File: src/rtl/score_note_writer.sv
// score_note_writer: writer end of the score buffer.
// Turns the pitch detector's note strobe into one 6-bit code per eighth-note
// slot, committed into a flat array of SLOTS entries that the staff renderer
// reads directly. Supports clear-then-record, stop, optional wrap-around.
module score_note_writer #(
  parameter int TICKS_PER_EIGHTH = 18_562_500,
  parameter int SLOTS            = 160,
  parameter bit WRAP             = 1'b0
) (
  input  logic                  pixel_clk_in,
  input  logic                  rst_in,
  input  logic                  start_in,
  input  logic                  stop_in,
  input  logic                  note_valid_in,
  input  logic [5:0]            note_in,
  output logic [SLOTS-1:0][5:0] notes_out,
  output logic [7:0]            write_ptr_out,
  output logic                  recording_out,
  output logic                  busy_out,
  output logic                  full_out,
  output logic                  tick_out
);

  localparam int             TW        = $clog2(TICKS_PER_EIGHTH);
  localparam logic [TW-1:0]  LAST_TICK = TW'(TICKS_PER_EIGHTH - 1);
  localparam logic [7:0]     LAST_SLOT = 8'(SLOTS - 1);
  localparam logic [5:0]     TOP_NOTE  = 6'b110101;

  typedef enum logic [1:0] {IDLE, CLEAR, RECORD, FULL} state_t;

  state_t            state;
  state_t            state_next;
  logic [TW-1:0]     tick_count;
  logic [7:0]        clr_ptr;
  logic [7:0]        write_ptr;
  logic [5:0]        latch_note;
  logic              latch_full;
  logic              commit;
  logic [5:0]        clean_note;
  logic [5:0]        commit_note;
  logic [SLOTS-1:0]  clr_hit;
  logic [SLOTS-1:0]  wr_hit;

  // Out-of-range sounding codes and rests both collapse to the rest code.
  function automatic logic [5:0] sanitize(input logic [5:0] code);
    return (code[5] && (code <= TOP_NOTE)) ? code : 6'b000000;
  endfunction

  assign clean_note = sanitize(note_in);

  // start and stop both pre-empt a commit that falls on the same cycle.
  assign commit = (state == RECORD) && !start_in && !stop_in && (tick_count == LAST_TICK);

  // A strobe on the commit cycle itself bypasses the latch.
  assign commit_note = note_valid_in ? clean_note :
                       (latch_full ? latch_note : 6'b000000);

  assign write_ptr_out = write_ptr;

  // Per-slot write enables: clearing sweep or the current record slot.
  genvar gi;
  generate
    for (gi = 0; gi < SLOTS; gi++) begin : g_slot_en
      assign clr_hit[gi] = (state == CLEAR) && (clr_ptr == 8'(gi));
      assign wr_hit[gi]  = commit && (write_ptr == 8'(gi));
    end
  endgenerate

  // State register.
  always_ff @(posedge pixel_clk_in or posedge rst_in) begin
    if (rst_in) state <= IDLE;
    else        state <= state_next;
  end

  // Next-state logic; start wins over stop, CLEAR ignores both.
  always_comb begin
    state_next = state;
    case (state)
      IDLE:   if (start_in) state_next = CLEAR;
      CLEAR:  if (clr_ptr == LAST_SLOT) state_next = RECORD;
      RECORD: begin
        if (start_in)                                      state_next = CLEAR;
        else if (stop_in)                                  state_next = IDLE;
        else if (commit && (write_ptr == LAST_SLOT) && !WRAP) state_next = FULL;
      end
      FULL: begin
        if (start_in)     state_next = CLEAR;
        else if (stop_in) state_next = IDLE;
      end
      default: state_next = IDLE;
    endcase
  end

  // Status outputs decoded from the current state.
  always_comb begin
    recording_out = (state == RECORD);
    busy_out      = (state == CLEAR);
    full_out      = (state == FULL);
    tick_out      = commit;
  end

  // Eighth-note tick counter; only runs while staying in RECORD.
  always_ff @(posedge pixel_clk_in or posedge rst_in) begin
    if (rst_in)
      tick_count <= '0;
    else if ((state == RECORD) && (state_next == RECORD) && (tick_count != LAST_TICK))
      tick_count <= tick_count + TW'(1);
    else
      tick_count <= '0;
  end

  // Clear sweep pointer, parked at 0 outside CLEAR so each sweep starts fresh.
  always_ff @(posedge pixel_clk_in or posedge rst_in) begin
    if (rst_in)
      clr_ptr <= 8'd0;
    else if ((state == CLEAR) && (clr_ptr != LAST_SLOT))
      clr_ptr <= clr_ptr + 8'd1;
    else
      clr_ptr <= 8'd0;
  end

  // Write pointer: rewound at end of clear, advanced on commit, held at the
  // last slot when the buffer fills without wrap.
  always_ff @(posedge pixel_clk_in or posedge rst_in) begin
    if (rst_in)
      write_ptr <= 8'd0;
    else if ((state == CLEAR) && (clr_ptr == LAST_SLOT))
      write_ptr <= 8'd0;
    else if (commit && (state_next == RECORD))
      write_ptr <= (write_ptr == LAST_SLOT) ? 8'd0 : write_ptr + 8'd1;
  end

  // Slot latch: last sanitized strobe of the slot; emptied on commit or exit.
  always_ff @(posedge pixel_clk_in or posedge rst_in) begin
    if (rst_in) begin
      latch_note <= 6'b000000;
      latch_full <= 1'b0;
    end else if ((state != RECORD) || start_in || stop_in || commit) begin
      latch_note <= 6'b000000;
      latch_full <= 1'b0;
    end else if (note_valid_in) begin
      latch_note <= clean_note;
      latch_full <= 1'b1;
    end
  end

  // Score array: at most one slot changes per cycle.
  always_ff @(posedge pixel_clk_in or posedge rst_in) begin
    if (rst_in) begin
      for (int i = 0; i < SLOTS; i++) notes_out[i] <= 6'b000000;
    end else begin
      for (int i = 0; i < SLOTS; i++) begin
        if (clr_hit[i])     notes_out[i] <= 6'b000000;
        else if (wr_hit[i]) notes_out[i] <= commit_note;
      end
    end
  end

endmodule
File: config.mk
export PLATFORM = sky130hd
export DESIGN_NAME = score_note_writer
export DESIGN_NICKNAME = d
export VERILOG_FILES = /design/src/rtl/score_note_writer.sv
export SDC_FILE = /design/constraint.sdc
export NUM_CORES = 2
export LEC_CHECK = 0
export ABC_AREA = 1
export CORE_AREA = 2 2 384 386
export CTS_BUF_LIST = sky130_fd_sc_hd__clkbuf_8 sky130_fd_sc_hd__clkbuf_16
export DETAILED_ROUTE_END_ITERATION = 10
export DIE_AREA = 0 0 386 388
export GPL_TIMING_DRIVEN = 0
export HOLD_SLACK_MARGIN = 0.08
export PLACE_DENSITY = 0.53
export SLEW_MARGIN = 20
export SYNTH_ARGS = -nofsm -noshare
export SYNTH_HDL_FRONTEND = slang
export SYNTH_SLANG_ARGS = --single-unit
File: constraint.sdc
create_clock -name pixel_clk_in -period 70.7 [get_ports pixel_clk_in]
set_input_delay 10.605 -clock pixel_clk_in [delete_from_list [all_inputs] [get_ports pixel_clk_in]]
set_output_delay 10.605 -clock pixel_clk_in [all_outputs]
set_load 0.1 [all_outputs]
Word level (Yosys, flattened, before mapping)
Index checks and enable logic that the tools add are counted.
{"block": "totals", "mem_bits_rw": 0, "rom_bits": 0, "mem_count": 0, "register_bits": 1010, "latchBits": 0, "wordCells": 1334}
{"block": "classes", "addsub": 3, "n_div": 0, "multipliers": 0, "reduce_logical": 498, "n_eq_ne": 326, "n_shift": 0, "n_mux": 340, "order_cmp": 1, "bitwise": 0}
{"op": "6-bit two-way mux", "n": 325}
{"op": "8-bit by 7-bit equality test with 1-bit output, second input constant", "n": 128}
{"op": "8-bit by 6-bit equality test with 1-bit output, second input constant", "n": 64}
{"op": "8-bit equality test, second input constant", "n": 64}
{"op": "1-bit logical AND", "n": 328}
{"op": "2-bit nonzero test", "n": 162}
{"op": "8-bit by 5-bit equality test with 1-bit output, second input constant", "n": 32}
{"op": "8-bit by 4-bit equality test with 1-bit output, second input constant", "n": 16}
{"op": "8-bit by 3-bit equality test with 1-bit output, second input constant", "n": 8}
{"op": "8-bit by 2-bit equality test with 1-bit output, second input constant", "n": 4}
{"op": "8-bit two-way mux", "n": 4}
{"op": "25-bit by 1-bit adder with 25-bit output, second input constant", "n": 1}
{"op": "25-bit equality test, second input constant", "n": 1}
{"op": "25-bit two-way mux", "n": 1}
{"op": "25-bit != test, second input constant", "n": 1}
{"op": "8-bit by 1-bit adder with 8-bit output, second input constant", "n": 2}
{"op": "8-bit by 1-bit equality test with 1-bit output, second input constant", "n": 2}
{"op": "8-bit logical NOT", "n": 2}
{"op": "2-bit two-way mux", "n": 7}
{"op": "8-bit != test, second input constant", "n": 1}
{"op": "2-bit case mux with 4 select lines", "n": 1}
{"op": "2-bit equality test, second input constant", "n": 3}
{"op": "6-bit less-or-equal comparator, second input constant", "n": 1}
{"op": "1-bit logical OR", "n": 3}
{"op": "5 further kinds", "n": 7}

Logic depth before layout (Yosys ltp)
{"block": "logic_depth", "word_depth": 13, "depth_mapped": 14, "ltp_nobuf": 13}

Worst setup path before layout
Ideal clock, no wire load.
{"block": "synth_path", "path_type": "input port to output port", "from": "input port start_in", "to": "output port tick_out", "path_buffers": 0, "path_stages": 4, "slack_ns": 48.122, "arrival_ns": 11.973, "path_cell_list": "nand3b_1 -> nor2_1 -> nand4_1 -> inv_1"}
{"block": "synth_via", "elab_chain_cells": 4}
{"item": "start: declaration", "line_no": "12", "rtl": "input logic start_in,"}
{"item": "1-bit logical NOT", "line_no": "52", "rtl": "assign commit = (state == RECORD) && !start_in && !stop_in && (tick_count == LAST_TICK);"}
{"item": "1-bit logical AND (3 in series)", "line_no": "52"}
{"item": "end: declaration", "line_no": "21", "rtl": "output logic tick_out"}
Every way passes these cells.

Worst setup path in the final report
Same ends and word-level chain as after synthesis.

==> key figures <==
Final layout
  – Final core utilization: 0.3941
  – Number of filler cells placed in the layout: 14780
  – Area delta synth->final: 42.75%
  – Combined area of the multi-input logic cells: 13430 sq um
  – Final standard cell area without fillers: 57220 sq um
  – Net count reported at finish: 5558
  – Post-layout instance count excluding filler cells: 7563
  – Combined flip-flop and latch cell area: 25270 sq um
  – Layout cells sized above 1: 0.08523

Global route
  – First-pass GRT wire length: 308200 um
  – Antenna violations before repair: 22
  – Overall global routing resource usage: 0.2976
  – Sum of overflow across all layers after global routing: 0
  – Via count of the first global-routing pass: 37000
  – Largest net degree at the start of global routing: 105

Detailed routing
  – Detailed-route DRC error count: 0
  – Routed wire length: 228000 um
  – WL per Instance: 30.15 um
  – Remaining number of nets flagged by the antenna check after routing: 0
  – TritonRoute pass-1 iters: 6
  – Violation count after the first detailed-route iteration: 3700
  – Via count: 38100
  – Mean number of vias per cell: 5.038

CTS
  – Cts bufs inserted: 114
  – Max clock buf depth: 3
  – Clk sink count: 1010
  – Root Driver: sky130_fd_sc_hd__clkbuf_16
  – Post-CTS clock slew at the launch and capture registers of the worst setup and hold paths: 0.07 ns
  – Worst skew pair latency: 0.76 ns
  – Clock tree from TritonCTS: yes
  – Maximum level of the CTS H-tree: 3
  – Number of gates given a new drive strength after cts: 0
  – Number of post-CTS setup repair buffers: 0
  – Hold buffer count at cts: 0

STA
  – Final count of hold timing violations: 0
  – Setup slack of the critical path after layout: 46.32 ns
  – Max Fclk: 0.04102 GHz
  – Post-route clock skew: 0.04627 ns
  – Count of final setup violators: 0
  – Summed negative setup slack over all endpoints: 0 ns
  – Post-layout minimum cycle time: 24.38 ns
  – Number of max-slew violations in the final report: 0
  – Slew at the pin closest to its max-slew limit: 1.225 ns
  – Final Cycle Share: 0.3448
  – Worst relative slew slack: 0.1833
  – Setup repair after global routing missed its margin: false

Worst setup path
  – Cell occurring most often along the worst timing path: sky130_fd_sc_hd__clkdlybuf4s50_1
  – FF-to-FF Start: state[0]
  – Worst Path Max Fanout: 7
  – Capture point of the worst reg-to-reg path: notes_out[358]
  – CP Capture Type: output pin
  – Logic depth of the worst register-to-register path: 9
  – Cell at the slowest stage of the critical path: sky130_fd_sc_hd__clkdlybuf4s50_1
  – Type of the worst setup path: in2out
  – Data arrival, critical path: 13.77 ns
  – Critical path data required time: 60.09 ns
  – Critical path buffer and inverter count: 3
  – CP startpoint kind: input port
  – Largest stage delay, worst path: 1.30 ns
  – Largest delay share family, worst path: buffers and inverters
  – CP cell instances: clkdlybuf4s50_1, nand3b_1, nor2_1, nand4_1, inv_1, clkdlybuf4s50_1
  – Reg-to-reg slack, setup: 66.75 ns

Logic synthesis
  – Yosys reg bits: 1010
  – Cell Area, Synth: 40090 sq um
  – Biggest area contributors in the synthesized netlist: sky130_fd_sc_hd__dfrtp_1 63%, sky130_fd_sc_hd__nand2_1 13%, sky130_fd_sc_hd__o21ai_0 4.9%
  – Area share of the leading cell type in the synthesized netlist: 0.6305
  – Fraction of registers with async set or reset after synthesis: 1.000
  – Synthesized instance count: 4406
  – Count of cell types in the netlist: 37
  – Net count of the mapped netlist: 4426
  – Post-synthesis sequential area ratio: 0.6305
  – Number of synthesized flops with an enable pin: 0
  – Per-instance average area after synthesis: 9.099 sq um
  – Top-count cell post-synth: sky130_fd_sc_hd__nand2_1
  – Most frequently used flop master after synthesis: sky130_fd_sc_hd__dfrtp_1
  – Number of synthesis warnings: 0
  – Leading area contributor after synthesis: sky130_fd_sc_hd__dfrtp_1
  – Top post-synthesis cells by count: 1391 x sky130_fd_sc_hd__nand2_1, 1010 x sky130_fd_sc_hd__dfrtp_1, 395 x sky130_fd_sc_hd__o21ai_0, 390 x sky130_fd_sc_hd__o21ai_1, 316 x sky130_fd_sc_hd__nand3_1

Place
  – Port bufs: 982
  – Half-perimeter wire length after detailed placement: 172300 um
  – Placement-stage cell area: 53260 sq um
  – Worst slack after detailed placement: 46.36 ns
  – DP Cell Count: 7339
  – Final GP Congestion: 0.8797

Pwr
  – Leakage power summed over all cells: 0.02453 uW
  – Worst VDD drop: 0.01950 mV
  – Total power divided by cell area: 23.33 nW/um^2

Min path
  – Path type of the worst min-delay path: reg2reg
  – Source of the worst hold timing path: notes_out[413]
  – Hold Path Cell Cnt: 2
  – WHS Endpoint: notes_out[413]

Floorplanning
  – Die area: 149800 sq um
  – Number of ports placed on the die boundary: 983
  – Effective utilization at floorplan: 0.2761
  – Die H: 388 um
  – Std-Cell Core Area: 145200 sq um
  – Number of rows created at floorplan: 140
  – Die span in x: 386 um

Run status
  – Run status: completed

Job
  – Max capacitance violation total: 0
[how the worst max path moves through the flow]
| stage | from | to | cells past startpoint |
|---|---|---|---|
| final | start_in | tick_out | 6 |
| after global routing | start_in | tick_out | 6 |
| after CTS | start_in | tick_out | 6 |
| after detailed placement | start_in | tick_out | 6 |
| after global placement | rst_in | notes_out[349] | 2 |
| after floorplan | rst_in | clr_ptr[0] | 1 |
[state kept, by name, summed over array words and instances, names as in the netlist]
name           flops
clr_ptr            8
latch_full         1
latch_note         6
notes_out        960
state              2
tick_count        25
write_ptr_out      8
[final cells by class]
class	instances	area share
Inverter	263	0.01740
Clock inverter	76	0.01399
Buffer	157	0.01135
Antenna cell	14	0.0006122
Sequential cell	1010	0.4417
Tap cell	1917	0.04191
Clock buffer	134	0.05486
Timing Repair Buffer	1016	0.1835
Multi-Input combinational cell	2976	0.2347
[stage by stage]
step	power, uW	hold slack, ns
final	1335	0.4719
after global placement	716.7	0.4478
after floorplan	651.9	0.4329
after global routing	1373	0.4905
after CTS	1346	0.4732
after detailed placement	720.5	0.4580
[worst register-to-register path, delay by kind of cell, from the launching register on]
kind | cells | cell delay, ns
buffers and inverters | 3 | 1.43
DFF | 1 | 0.42
and+or+nand+nor | 6 | 2.04
[where the power goes]
part           leakage (uW)  switching (uW)  total (uW)  internal (uW)
clock network       0.00201             265         624            359
registers            0.0141            3.53         585            582
logic               0.00842             110         126           16.4
total                0.0245             378        1330            957
[per-layer routing]
layer  global-route usage  vias up  part of all wire
met3              0.09163      358             0.096
met2               0.4772     1796              0.47
met5                    0        -                 0
li1                     -    16680                 -
met4               0.1363        0             0.050
met1               0.3649    19260              0.39
[layout by cell type (no fill, tap or decap), types with 7 or more instances in the layout]
master	count
sky130_fd_sc_hd__nand2_1	1384
sky130_fd_sc_hd__dfrtp_1	1010
sky130_fd_sc_hd__clkdlybuf4s50_1	957
sky130_fd_sc_hd__o21ai_0	395
sky130_fd_sc_hd__o21ai_1	390
sky130_fd_sc_hd__nand3_1	316
sky130_fd_sc_hd__nor2_1	182
sky130_fd_sc_hd__inv_1	166
sky130_fd_sc_hd__a21oi_1	152
sky130_fd_sc_hd__clkbuf_16	115
sky130_fd_sc_hd__clkbuf_1	113
sky130_fd_sc_hd__inv_2	111
sky130_fd_sc_hd__buf_2	44
sky130_fd_sc_hd__nor2_4	25
sky130_fd_sc_hd__clkinv_2	24
sky130_fd_sc_hd__buf_16	24
sky130_fd_sc_hd__clkbuf_2	20
sky130_fd_sc_hd__nor2_2	19
sky130_fd_sc_hd__nor3_1	19
sky130_fd_sc_hd__clkbuf_8	19
sky130_fd_sc_hd__nand2_2	15
sky130_fd_sc_hd__diode_2	14
sky130_fd_sc_hd__and2_1	12
sky130_fd_sc_hd__nor3_2	11
sky130_fd_sc_hd__bufinv_16	11
sky130_fd_sc_hd__xor2_1	10
sky130_fd_sc_hd__ha_1	9
sky130_fd_sc_hd__nor3b_1	7
sky130_fd_sc_hd__clkinvlp_4	7
sky130_fd_sc_hd__buf_8	7
[cells by family (layout without fill, tap and decap cells)]
kind of cell,count (synthesis),in the layout,share of synthesized area
simple gates,2009,2009,0.2052
flops,1010,1010,0.6305
compound gates,942,942,0.1178
buf+inv,420,1646,0.04020
xor+xnor,16,16,0.003496
fa+ha+maj,9,9,0.002809
other cells,0,14,0
Power figures use the tool's default switching activity.
